<file path="src/rtl/serial_subtractor_pkg.sv">
// Shared definitions for the bit-serial subtractor: FSM state encodings
// and the bit-counter width helper.
package serial_subtractor_pkg;

    typedef enum logic [1:0] {
        ST_IDLE  = 2'd0,
        ST_SHIFT = 2'd1,
        ST_DONE  = 2'd2
    } state_t;

    // Counter must index W bit-cycles; a 1-bit counter still suffices for W=1.
    function automatic int cnt_width(input int w);
        return (w > 1) ? $clog2(w) : 1;
    endfunction

endpackage

</file>
<file path="src/rtl/serial_subtractor_full_subtractor.sv">
// 1-bit full subtractor cell: d = x - y - bin, bout = borrow out.
// Purely combinational.
module full_subtractor (
    input  logic x,
    input  logic y,
    input  logic bin,
    output logic d,
    output logic bout
);

    assign d    = x ^ y ^ bin;
    assign bout = (~x & y) | (~(x ^ y) & bin);

endmodule

</file>
<file path="src/rtl/serial_subtractor.sv">
// Bit-serial N-bit subtractor, diff = a - b, LSB first, one bit per clock.
// Optional feature macro: SERIAL_SUB_OVF_EN adds the signed-overflow output ovf.
//
// Handshake: an operation is accepted on any rising edge where start is high
// and busy is low (IDLE or DONE). While busy is high, start is ignored and
// a/b are don't-care. done is a single-cycle pulse during which diff/borrow
// (and ovf) hold the new result; they keep that value until the next result.
module serial_subtractor
    import serial_subtractor_pkg::*;
#(
    parameter int W = 8
) (
    input  logic         clk,
    input  logic         rst,
    input  logic         start,
    input  logic [W-1:0] a,
    input  logic [W-1:0] b,
    output logic         busy,
    output logic         done,
    output logic [W-1:0] diff,
    output logic         borrow,
`ifdef SERIAL_SUB_OVF_EN
    output logic         ovf,
`endif
    output state_t       state
);

    localparam int            CW   = cnt_width(W);
    localparam logic [CW-1:0] LAST = CW'(W - 1);

    state_t         state_n;
    logic [CW-1:0]  cnt;
    logic [W-1:0]   a_sh;
    logic [W-1:0]   b_sh;
    logic [W-1:0]   diff_sh;
    logic [W-1:0]   diff_sh_n;
    logic           bor;
    logic           d_bit;
    logic           bout_bit;
    logic           accept;
    logic           last_bit;

    assign busy     = (state == ST_SHIFT);
    assign done     = (state == ST_DONE);
    assign accept   = start && !busy;
    assign last_bit = busy && (cnt == LAST);

    full_subtractor u_fsub (
        .x    (a_sh[0]),
        .y    (b_sh[0]),
        .bin  (bor),
        .d    (d_bit),
        .bout (bout_bit)
    );

    // The new difference bit enters at the MSB so that after W shifts the
    // LSB computed first ends up at bit 0.
    generate
        if (W == 1) begin : g_one
            assign diff_sh_n = d_bit;
        end else begin : g_many
            assign diff_sh_n = {d_bit, diff_sh[W-1:1]};
        end
    endgenerate

    // State register.
    always_ff @(posedge clk) begin
        if (rst) state <= ST_IDLE;
        else     state <= state_n;
    end

    // Next-state logic; DONE re-accepts start directly for back-to-back ops.
    always_comb begin
        state_n = state;
        case (state)
            ST_IDLE:  if (start) state_n = ST_SHIFT;
            ST_SHIFT: if (cnt == LAST) state_n = ST_DONE;
            ST_DONE:  state_n = start ? ST_SHIFT : ST_IDLE;
            default:  state_n = ST_IDLE;
        endcase
    end

    // Datapath: operand capture, per-bit shifting, result write on the last bit.
    always_ff @(posedge clk) begin
        if (rst) begin
            cnt     <= '0;
            a_sh    <= '0;
            b_sh    <= '0;
            diff_sh <= '0;
            bor     <= 1'b0;
            diff    <= '0;
            borrow  <= 1'b0;
`ifdef SERIAL_SUB_OVF_EN
            ovf     <= 1'b0;
`endif
        end else if (accept) begin
            a_sh <= a;
            b_sh <= b;
            bor  <= 1'b0;
            cnt  <= '0;
        end else if (busy) begin
            a_sh    <= a_sh >> 1;
            b_sh    <= b_sh >> 1;
            diff_sh <= diff_sh_n;
            bor     <= bout_bit;
            cnt     <= cnt + CW'(1);
            if (last_bit) begin
                diff   <= diff_sh_n;
                borrow <= bout_bit;
`ifdef SERIAL_SUB_OVF_EN
                // On the last bit a_sh[0]/b_sh[0] are the operand sign bits.
                ovf    <= (a_sh[0] ^ b_sh[0]) & (a_sh[0] ^ d_bit);
`endif
            end
        end
    end

endmodule

</file>
<file path="config.mk">
export PLATFORM = sky130hd
export DESIGN_NAME = serial_subtractor
export DESIGN_NICKNAME = d
export VERILOG_FILES = /design/src/rtl/serial_subtractor_pkg.sv /design/src/rtl/serial_subtractor_full_subtractor.sv /design/src/rtl/serial_subtractor.sv
export SDC_FILE = /design/constraint.sdc
export NUM_CORES = 1
export LEC_CHECK = 0
export CAP_MARGIN = 20
export CELL_PAD_IN_SITES_DETAIL_PLACEMENT = 0
export CELL_PAD_IN_SITES_GLOBAL_PLACEMENT = 1
export CORE_ASPECT_RATIO = 0.9
export CORE_MARGIN = 1.5
export CORE_UTILIZATION = 41
export DETAILED_ROUTE_END_ITERATION = 12
export GPL_TIMING_DRIVEN = 0
export PLACE_DENSITY = 0.89
export SLEW_MARGIN = 20
export SYNTH_ARGS = -nofsm -noshare
export SYNTH_HDL_FRONTEND = slang
export SYNTH_SLANG_ARGS = --single-unit
</file>
<file path="constraint.sdc">
create_clock -name clk -period 4.05 [get_ports clk]
set_input_delay 0.405 -clock clk [delete_from_list [all_inputs] [get_ports clk]]
set_output_delay 0.405 -clock clk [all_outputs]
set_load 0.005 [all_outputs]
</file>
[After elaboration in Yosys (flattened, before gate mapping)]
Cells that the tools add are included.
Storage, ports and cells
  bits in registers: 39
  bits of input ports: 19
  logic and storage cells: 39
Cells by class
  add/sub/neg operators: 1
  eq/ne operators: 5
  multiplexer cells: 8
  bitwise operators: 8
  reductions and logical operators: 9
Operators with widths (count)
  $mux 8: 4
  $pmux 2 s3: 1
  $mux 2: 2
  $reduce_and 2->1: 2
  $add 3x1->3 const B: 1
  $eq 3x3->1 const B: 1
  $not 1->1: 3
  $reduce_and 3->1: 1
  $and 1x1->1: 2
  $eq 2x1->1 const B: 1
  $eq 2x2->1 const B: 1
  $logic_and 1x1->1: 2
  $logic_not 2->1: 1
  $ne 2x1->1 const B: 1
  $ne 2x2->1 const B: 1
  $reduce_bool 2->1: 1
  $reduce_or 2->1: 1
  $xor 1x1->1: 2
  $logic_not 1->1: 1
  $mux 1: 1
  $or 1x1->1: 1

[Longest topological paths before layout]
  word-level depth: 5
  gate-level depth with buffers: 6
  gate-level depth less buffers: 5

[Cells and area by module]
A second synthesis with hierarchy kept.
Unflattened totals
  cells, all modules: 172
  area, all modules: 1625.3 µm²
Modules (own cells, without submodules)
  serial_subtractor: times used 1, cells an instance 168, area each 1594.0 µm², seq. area each 760.7 µm²
  full_subtractor: times used 1, cells an instance 4, area each 31.3 µm², seq. area each 0.0 µm²

[Worst setup path before layout]
OpenSTA, ideal clock, no wires.
  path type: reg-to-reg
  start point: reg cnt[0]
  end point: reg borrow
  setup time: 0.144 ns
  arrival: 1.127 ns
  data required time: 3.906 ns
  slack: 2.778 ns
  cell stages (with the launch flop): 7
  path buffers: 1
  clock period less this slack: 1.272 ns
  cells stage by stage: dfxtp_1 ha_1 ha_1 and3b_1 buf_4 nor2_2 a211oi_2
Between the ends
  cells in the longest elaborated chain, start to end: 3
Ends and longest elaborated chain
  start, declared: line serial_subtractor.sv:32  | logic [CW-1:0] cnt;
  start signal, assigned: line serial_subtractor.sv:106  | cnt <= cnt + CW'(1);
  $eq 3x3->1: line serial_subtractor.sv:46  | assign last_bit = busy && (cnt == LAST);
  $logic_and 1x1->1: line serial_subtractor.sv:46
  $reduce_and 3->1 (no source line)
  end signal, assigned: line serial_subtractor.sv:109  | borrow <= bout_bit;
  end, declared: line serial_subtractor.sv:21  | output logic borrow,
No other way between the ends.
A chain may end at the register's enable or synchronous reset.

[Worst setup path after layout]
  start point: reg state[0]
  end point: out busy
Between the ends
  cells in the longest elaborated chain, start to end: 1
Ends and longest elaborated chain
  start, declared: line serial_subtractor.sv:25  | output state_t state
  start signal, assigned: line serial_subtractor.sv:69  | else state <= state_n;
  $eq 2x1->1: line serial_subtractor.sv:43  | assign busy = (state == ST_SHIFT);
  end, declared: line serial_subtractor.sv:18  | output logic busy,
No other way between the ends.

==> impl_metrics.yaml <==
grt:
  grt_pass1_wl_mm: 5.51
  met2_usage: 0.281
  grt_util_all_layers: 0.171
  grt_pass1_vias: 1252
  use_met1: 0.210
  grt_max_degree: 12
  grt.overflow.total: 0
  met3_usage: 0.0489
  antenna_found_initial: 0
  top_usage_layer: "met2"
sta:
  rsz0062_at_grt: "false"
  maxSlewViolCount: 0
  setup-tns-final_ns: 0
  max_clock_freq_mhz: 486
  final_hold_viol_count: 0
  slew_headroom: 0.535
  setup-violations-final: 0
  setup_ws_ns: 1.99
  clock_skew_ns: 0.00609
  period_minus_slack_ns: 2.06
  finalCritPeriodShare: 0.508
  worst_pin_slew_ns: 0.697
placed_design:
  post-dp-hpwl_mm: 2.39
  place_ws_ns: 2.30
  finalWeightedCongestion: 0.740
  postPlaceCellArea_um2: 1960
  portBuffers: 30
  post-place-cells: 245
detailed_routing:
  drc: 0
  wirelength_mm: 3.32
  wl_per_cell_um: 13.1
  drtPass1Iterations: 4
  avgViaCountPerCell: 5.08
  drtIter0Drc: 54
  drtAntennaViolNets: 0
  vias: 1285
layout:
  final_common_cell: "dfxtp_1"
  final_cell_area_um2: 2070
  area_growth_pct: 29.2
  final_layout_size_suffix_gt1_frac: 0.150
  finish.utilization: 0.555
  seq_area_um2: 761
  final_cell_mix: "dfxtp_1 (38), nand2_1 (32), clkdlybuf4s50_1 (30)"
  nFillCells: 331
  fin_nets: 228
  multiInputGateArea_um2: 751
  diodes: 0
  finalNonFillerCells: 253
cts:
  clockBufferDepth: 2
  cts-resized-gates: 0
  cts_buffers: 5
  root_buffer: "clkbuf_8"
  cts_htree_levels: 2
  clk_pin_slew_ns: 0.07
  post_cts_buffers: 0
  ctsHoldBuffers: 0
  cts_tree: "done"
  worst_skew_pair.late_latency_ns: 0.29
  cts.sinks: 38
critical_path:
  required_ns: 3.64
  cp-start-kind: "register"
  critPathKind: "reg -> out"
  worstPathMaxFanout: 10
  r2r_setup_slack_ns: 2.66
  r2r_start: "cnt[0]"
  reg2reg_to: "borrow"
  worstSetupEndpointType: "output port"
  rr_worst_depth: 5
  arrival_ns: 1.65
hold_path:
  hold_path_depth: 2
  holdPathEnd: "b_sh[5]"
  hold_start: "rst"
  hold_class: "in -> reg"
synth:
  ys_ff_latch: 38
  synth_area_um2: 1600
  synth.distinct_cells: 25
  syn-instance-count: 169
  syn-num-nets: 191
  yosysWarnings: 0
  synth_area_per_cell_um2: 9.48
  synth-seq-area-share: 0.475
floorplan:
  core_area_um2: 3730
  die_area_um2: 4290
  start_util: 0.430
  chipHeight_um: 62.3
  die_w_um: 68.9
  rows: 21
  num_io_pins: 32
power:
  vdd_drop_max_mv: 0.257
  power_density_nw_per_um2: 388
  power.leakage_nw: 0.790
outcome:
  status: "finished clean"
flow_run:
  cap_violations: 0
## flip-flops by register name, indices dropped and copies added, names as in the netlist
register	flops
diff	8
state	2
diff_sh	7
cnt	3
bor	1
a_sh	8
b_sh	8
borrow	1
## critical path: stages, from the launching register on
cell and delay (ns):
dfxtp_1 0.46, nand2b_4 0.10, inv_2 0.11, buf_4 0.18, clkdlybuf4s50_1 0.52
## power breakdown
part,total (mW),switching (mW),internal [mW],leakage [nW]
Clock,0.299,0.127,0.172,0.0575
Combinational,0.103,0.0511,0.0516,0.422
Sequential,0.402,0.0107,0.392,0.310
## metal layers
metal  part of all wire  wire length, µm  vias up
li1                   -                -      644
met1               0.47             1560      612
met2               0.48             1590       25
met3              0.038              127        4
met4              0.011               37        0
met5                  0                0        -
## area by class of cell
type                            instances  share of cell area
Sequential cell                        38               0.367
Multi-Input combinational cell        115               0.363
Timing Repair Buffer                   30               0.145
Clock buffer                            8              0.0532
Buffer                                 12              0.0369
Tap cell                               46              0.0278
Inverter                                4             0.00725
## per-stage QoR
step	hold WS [ns]	power (mW)
after floorplan	0.432	0.476
after global placement	0.445	0.510
after detailed placement	0.451	0.514
after CTS	0.442	0.808
after global routing	0.445	0.840
final	0.434	0.804
## worst max path at each step
stage,slack [ns],to,startpoint,depth (start not counted)
2_1_floorplan,2.78,borrow,cnt[0],6
3_3_place_gp,2.31,busy,state[0],4
3_5_place_dp,2.30,busy,state[0],4
4_1_cts,1.99,busy,state[0],4
5_1_grt,1.90,busy,state[0],4
6_report,1.99,busy,state[0],4
## logic make-up after synthesis
logic type,after synthesis,share of synthesized area
multiplexers,16,0.0999
adder cells (fa/ha/maj),3,0.0281
flip-flops,38,0.475
buffers and inverters,16,0.0570
AO/OA/AOI/OAI,35,0.169
AND/OR/NAND/NOR,61,0.171
## synth_stat cells
cell / number / share of area
a211oi_1: 4 / 0.019
nor2_2: 1 / 0.0039
or3_1: 1 / 0.0039
a2bb2oi_1: 1 / 0.0055
nor2b_1: 1 / 0.0039
nand2_1: 32 / 0.075
a21oi_1: 19 / 0.059
buf_1: 2 / 0.0047
nand2b_4: 1 / 0.0086
nand3b_1: 4 / 0.019
buf_2: 4 / 0.012
buf_4: 3 / 0.014
buf_6: 2 / 0.014
nand2b_1: 2 / 0.0078
ha_1: 2 / 0.016
a211oi_2: 11 / 0.086
dfxtp_1: 38 / 0.47
nor2_1: 16 / 0.037
mux2i_1: 16 / 0.10
inv_2: 1 / 0.0023
fa_1: 1 / 0.012
inv_1: 3 / 0.0070
clkbuf_1: 1 / 0.0023
nor3_1: 2 / 0.0062
and3b_1: 1 / 0.0055
Note: power is estimated with default switching activity, not from simulation.
==> RTL change 1, RTL diff (config.mk and constraints unchanged) <==
Reset style: asynchronous (`rst`), changed in 2 clocked blocks.
--- a/src/rtl/serial_subtractor.sv
+++ b/src/rtl/serial_subtractor.sv
@@ -64,7 +64,7 @@
     endgenerate
 
     // State register.
-    always_ff @(posedge clk) begin
+    always_ff @(posedge clk or posedge rst) begin
         if (rst) state <= ST_IDLE;
         else     state <= state_n;
     end
@@ -81,7 +81,7 @@
     end
 
     // Datapath: operand capture, per-bit shifting, result write on the last bit.
-    always_ff @(posedge clk) begin
+    always_ff @(posedge clk or posedge rst) begin
         if (rst) begin
             cnt     <= '0;
             a_sh    <= '0;
Formal check against the unedited RTL: differs if rst is asserted again (counterexample within 4 cycles, from zero or initial values and one cycle with rst high); with rst held inactive, the same outputs for 10 cycles.
==> RTL change 1 against the unedited design <==
  * Area after synthesis increased by 10%
  * Fmax is 3.9% higher
  * Design area increased by 7.2%
  * First-iteration DRC count fell by 43%
  * Worst setup slack better by 0.077 ns
  * Sequential cell count is the same
  * Count of clock-buffer cells in the layout shrank 2
  * Routed wire length is 11% lower
  * Largest cell class unchanged
  * Global-route usage down 3.0 points
  * Critical path depth shrank 1
Power is not compared: it rests on default switching activity, and its combinational part moved more than twofold at a synthesized area within 25%.
==> RTL change 1: results (changes against the unedited design) <==
share of cells above drive strength 1=38.7% (+24 points); # port buffers=31 (+3.3%); clock skew=0.00936 ns (+0.00327 ns); Static Leakage=0.00103 uW; maximum vdd drop=0.000362 V; most frequent cells after synthesis=dfrtp_1 (38), mux2_4 (23), mux2_2 (22), inv_1 (6), mux2i_1 (5); Seq/Total Area, Yosys=53.8% (+6.4 points); first-pass GRT wire length=5040 um (-8.6%); hpwl dp=2030 um (-15%); Hold Crit Class=register to register; antenna violations before repair=0 (unchanged); Top FF cell, synth=dfrtp_1; overall routing resource usage=14.2% (-3.0 points); setup_tns=0 ns (unchanged); final-report max-slew violation count=0 (unchanged); initial drt markers=31 (-43%); Worst-Margin Slew=0.788 ns (+0.0909 ns); Area after DPL=2140 sq um (+9.0%); post-CTS setup repair buffer count=0 (unchanged); DRT Wirelength=2950 um (-11%); root buffer cell=clkbuf_8; Skew-Pair Late Insertion Delay=0.28 ns; PostCTS Resize Cnt=0 (unchanged); library cells used by synthesis=16 (-36%); Nets=173 (-24%); largest net degree at the start of global routing=39 (+27); status=finished clean; # fillers=334 (+0.91%); vias per inst=4.90 (-3.4%); clock-pin transition on the worst setup and hold timing paths=0.07 ns (about the same); vias in the first global route=1061 (-15%); # H-tree levels=2 (unchanged); WP data arrival=1.58 ns (-0.07 ns); Largest regs=a_sh: 8 flops, b_sh: 8 flops, diff: 8 flops; Max clock buf depth=2 (unchanged); Power Density=704 nW/um^2; Crit Path Max Fanout=9 (-1); TritonCTS Buffers=5 (unchanged); ant diodes=0 (unchanged); Yosys warning total=0 (unchanged); Synthesized Nets=135 (-29%); FFs w/ async S/R, synth=100% (+100 points); GPL Wtd Cong=0.717 (-3.0%); Area contributors post-synth=dfrtp_1 (54%), mux2_4 (20%), mux2_2 (14%); number of detailed-route iterations in the first pass=2 (-2)
[RTL change 1: final timing paths]
path	from	endpoint	slack [ns]	depth (start not counted)
worst min register to register	cnt[0]	cnt[0]	0.49	1
min in group asynchronous	rst	diff[5]	0.61	2
worst min-delay path	cnt[0]	cnt[0]	0.49	1
worst max-delay path	state[1]	busy	2.07	3
worst max register to register	cnt[0]	diff[0]	2.42	5
max in group asynchronous	rst	cnt[1]	2.94	2
[RTL change 1: logic make-up after synthesis]
logic type                 after synthesis  synth area share, %
muxes                                   50                 36.4
AOI/OAI and AO/OA                        1                0.354
buffers and inverters                   12                 3.89
adders and majority gates                3                 2.55
DFF                                     38                 53.8
and+or+nand+nor                          9                 2.98
[RTL change 1: report_power, final]
part / internal (uW) / switching, uW
logic: 436 / 216
clock network: 131 / 119
registers: 556 / 102
[RTL change 1: worst max-delay path, cell delays in order (launching register included)]
cell and delay, ns:
dfrtp_1 0.39, nand2b_1 0.19, inv_2 0.18, clkdlybuf4s50_1 0.54
[RTL change 1: final cells by class]
cell class	instances	area share, %
tap	48	2.71
sequential	38	42.8
multi-input combinational	63	33.7
clock buffer	6	3.72
inverter	7	1.18
buffer	5	1.92
timing repair buffer	31	14.0
[RTL change 1: routing by layer]
metal | vias up | wire length, um | track usage [%]
met2 | 23 | 1340 | 21.1
met5 | - | 0 | 0
met4 | 0 | 31 | 4.95
met3 | 4 | 171 | 4.60
li1 | 464 | - | -
met1 | 480 | 1420 | 19.4
[RTL change 1: metrics by stage]
step	total power [uW]	setup WS [ns]	cells
after floorplan	1100	2.57	113
after global placement	1300	2.06	192
after detailed placement	1330	2.21	192
after CTS	1590	2.03	198
after global routing	1680	1.96	198
final	1560	2.07	198
==> RTL change 2, RTL diff (same settings) <==
Without the edit above. The parameter `W` goes from 8 to 12.
--- a/src/rtl/serial_subtractor.sv
+++ b/src/rtl/serial_subtractor.sv
@@ -8,7 +8,7 @@
 module serial_subtractor
     import serial_subtractor_pkg::*;
 #(
-    parameter int W = 8
+    parameter int W = 12
 ) (
     input  logic         clk,
     input  logic         rst,
Interface: changed (resized a, b and diff); port bits go from 32 to 44. The function was not compared with the original's and may differ.
==> RTL change 2 against the unedited design <==
  * Die area grew 39%
  * Clock skew is 0.0020 ns lower
  * Routed wire length rose by 47%
  * Design area increased by 38%
  * Combinational power increased by 33%
  * Sequential share of layout area is 1.9 points higher
  * Sequential cell count increased by 17
  * Worst setup slack lost 0.16 ns
  * Area after synthesis is 41% higher
  * Power is 30% higher
  * Largest cell class unchanged
  * Largest power group unchanged
==> RTL change 2: results (changes against the unedited design) <==
Worst R2R Setup Slack=2.54 ns (-0.12 ns); post-CTS setup repair buffer count=0 (unchanged); PostCTS Resize Cnt=0 (unchanged); most frequent cells after synthesis=dfxtp_1 (55), a21oi_1 (29), mux2i_1 (24), nand2_1 (23), nor2_1 (23); setup_tns=0 ns (unchanged); antenna violations before repair=0 (unchanged); Yosys warning total=0 (unchanged); # fillers=514 (+55%); number of detailed-route iterations in the first pass=4 (unchanged); Top FF cell, synth=dfxtp_1; Seq/Total Area, Yosys=48.8% (+1.3 points); overall routing resource usage=18.4% (+1.3 points); Hold Crit Class=register to register; DRT Wirelength=4870 um (+47%); root buffer cell=clkbuf_8; GPL Wtd Cong=0.751 (+1.6%); Max clock buf depth=2 (unchanged); share of cells above drive strength 1=7.36% (-7.6 points); max cap viols=0 (unchanged); Largest regs=a_sh: 12 flops, b_sh: 12 flops, diff: 12 flops; maximum vdd drop=0.000196 V (-24%); hpwl dp=3460 um (+45%); average wire per standard cell=13.3 um (+1.6%); # H-tree levels=2 (unchanged); Nets=327 (+43%); Skew-Pair Late Insertion Delay=0.31 ns (+0.02 ns); largest net degree at the start of global routing=16 (+4); Post-Syn Instances=250 (+48%); vias in the first global route=1761 (+41%); post-layout min period=2.22 ns (+0.164 ns); library cells used by synthesis=26 (+4.0%); clock-pin transition on the worst setup and hold timing paths=0.09 ns (+0.02 ns); Crit Path Max Fanout=10 (unchanged); TritonCTS Buffers=5 (unchanged); Slew headroom=67.0% (+13 points); Inst Count DP=358 (+46%); clock skew=0.00414 ns (-0.00195 ns); first-pass GRT wire length=8420 um (+53%); Area contributors post-synth=dfxtp_1 (49%), mux2i_1 (11%), a211oi_1 (7.3%); # port buffers=41 (+37%); ant diodes=0 (unchanged); FFs w/ async S/R, synth=0% (unchanged); Static Leakage=0.00106 uW (+34%); Synthesized Nets=279 (+46%); WP data arrival=1.82 ns (+0.17 ns); status=finished clean; vias per inst=5.21 (+2.6%); worst slack, placed=2.15 ns (-0.153 ns); Net Sw Frac=24.5% (+1.0 points); final hold vios=0 (unchanged); initial drt markers=94 (+74%)
RTL change 2: cell types whose count changed after synthesis, moves of 7 or more:
cell and delta:
dfxtp_1 +17, a21oi_1 +10, o21ai_0 +12, nand2_1 -9
nor2_1 +7, clkbuf_1 +10, nand3_1 +14, a211oi_2 -10
a211oi_1 +18, mux2i_1 +8
RTL change 2: kinds of logic after synthesis:
family	after synthesis	share of synthesized area, %
AND/OR/NAND/NOR	75	15.1
adder cells (fa/ha/maj)	2	1.44
flip-flops	55	48.8
buffers and inverters	27	5.71
AO/OA/AOI/OAI	66	17.6
multiplexers	25	11.3
RTL change 2: worst paths after layout:
kind              startpoint  depth (start not counted)         end
hold reg to reg   diff_sh[1]                          2  diff_sh[1]
setup reg to reg      cnt[0]                          5     diff[6]
hold / removal    diff_sh[1]                          2  diff_sh[1]
setup / recovery    state[0]                          5        busy
RTL change 2: critical path: stages (launching register included):
cell             delay (ns)
dfxtp_1                0.40
nand2b_1               0.07
buf_4                  0.17
inv_4                  0.10
buf_2                  0.23
clkdlybuf4s50_1        0.53
RTL change 2: area by class of cell:
type	count	area [sq um]	area share, %
Sequential cell	55	1100	38.6
Clock buffer	8	100	3.51
Timing Repair Buffer	41	410	14.4
Tap cell	67	83.8	2.94
Inverter	3	13.8	0.483
Buffer	24	115	4.04
Multi-Input combinational cell	168	1030	36.0
RTL change 2: power by group through the flow:
stage | logic, uW | clock network (uW) | registers [uW]
global route | 153 | 352 | 585
floorplan | 87.1 | 0 | 589
global placement | 136 | 0 | 593
finish | 137 | 325 | 581
detailed placement | 138 | 0 | 594
CTS | 139 | 330 | 581
RTL change 2: metal layers:
layer	GRT usage (%)	wire (um)
met2	28.2	2110
met3	3.35	187
met4	5.75	74
met1	26.3	2500
met5	0	0
RTL change 2: per-stage QoR:
stage	total power, uW	util [%]	hold slack, ns	cell area, sq um
CTS	1050	53.9	0.460	2850
detailed placement	732	52.0	0.447	2750
global placement	729	52.0	0.443	2750
global route	1090	53.9	0.478	2850
finish	1040	53.9	0.458	2850
floorplan	676	-	0.437	2260
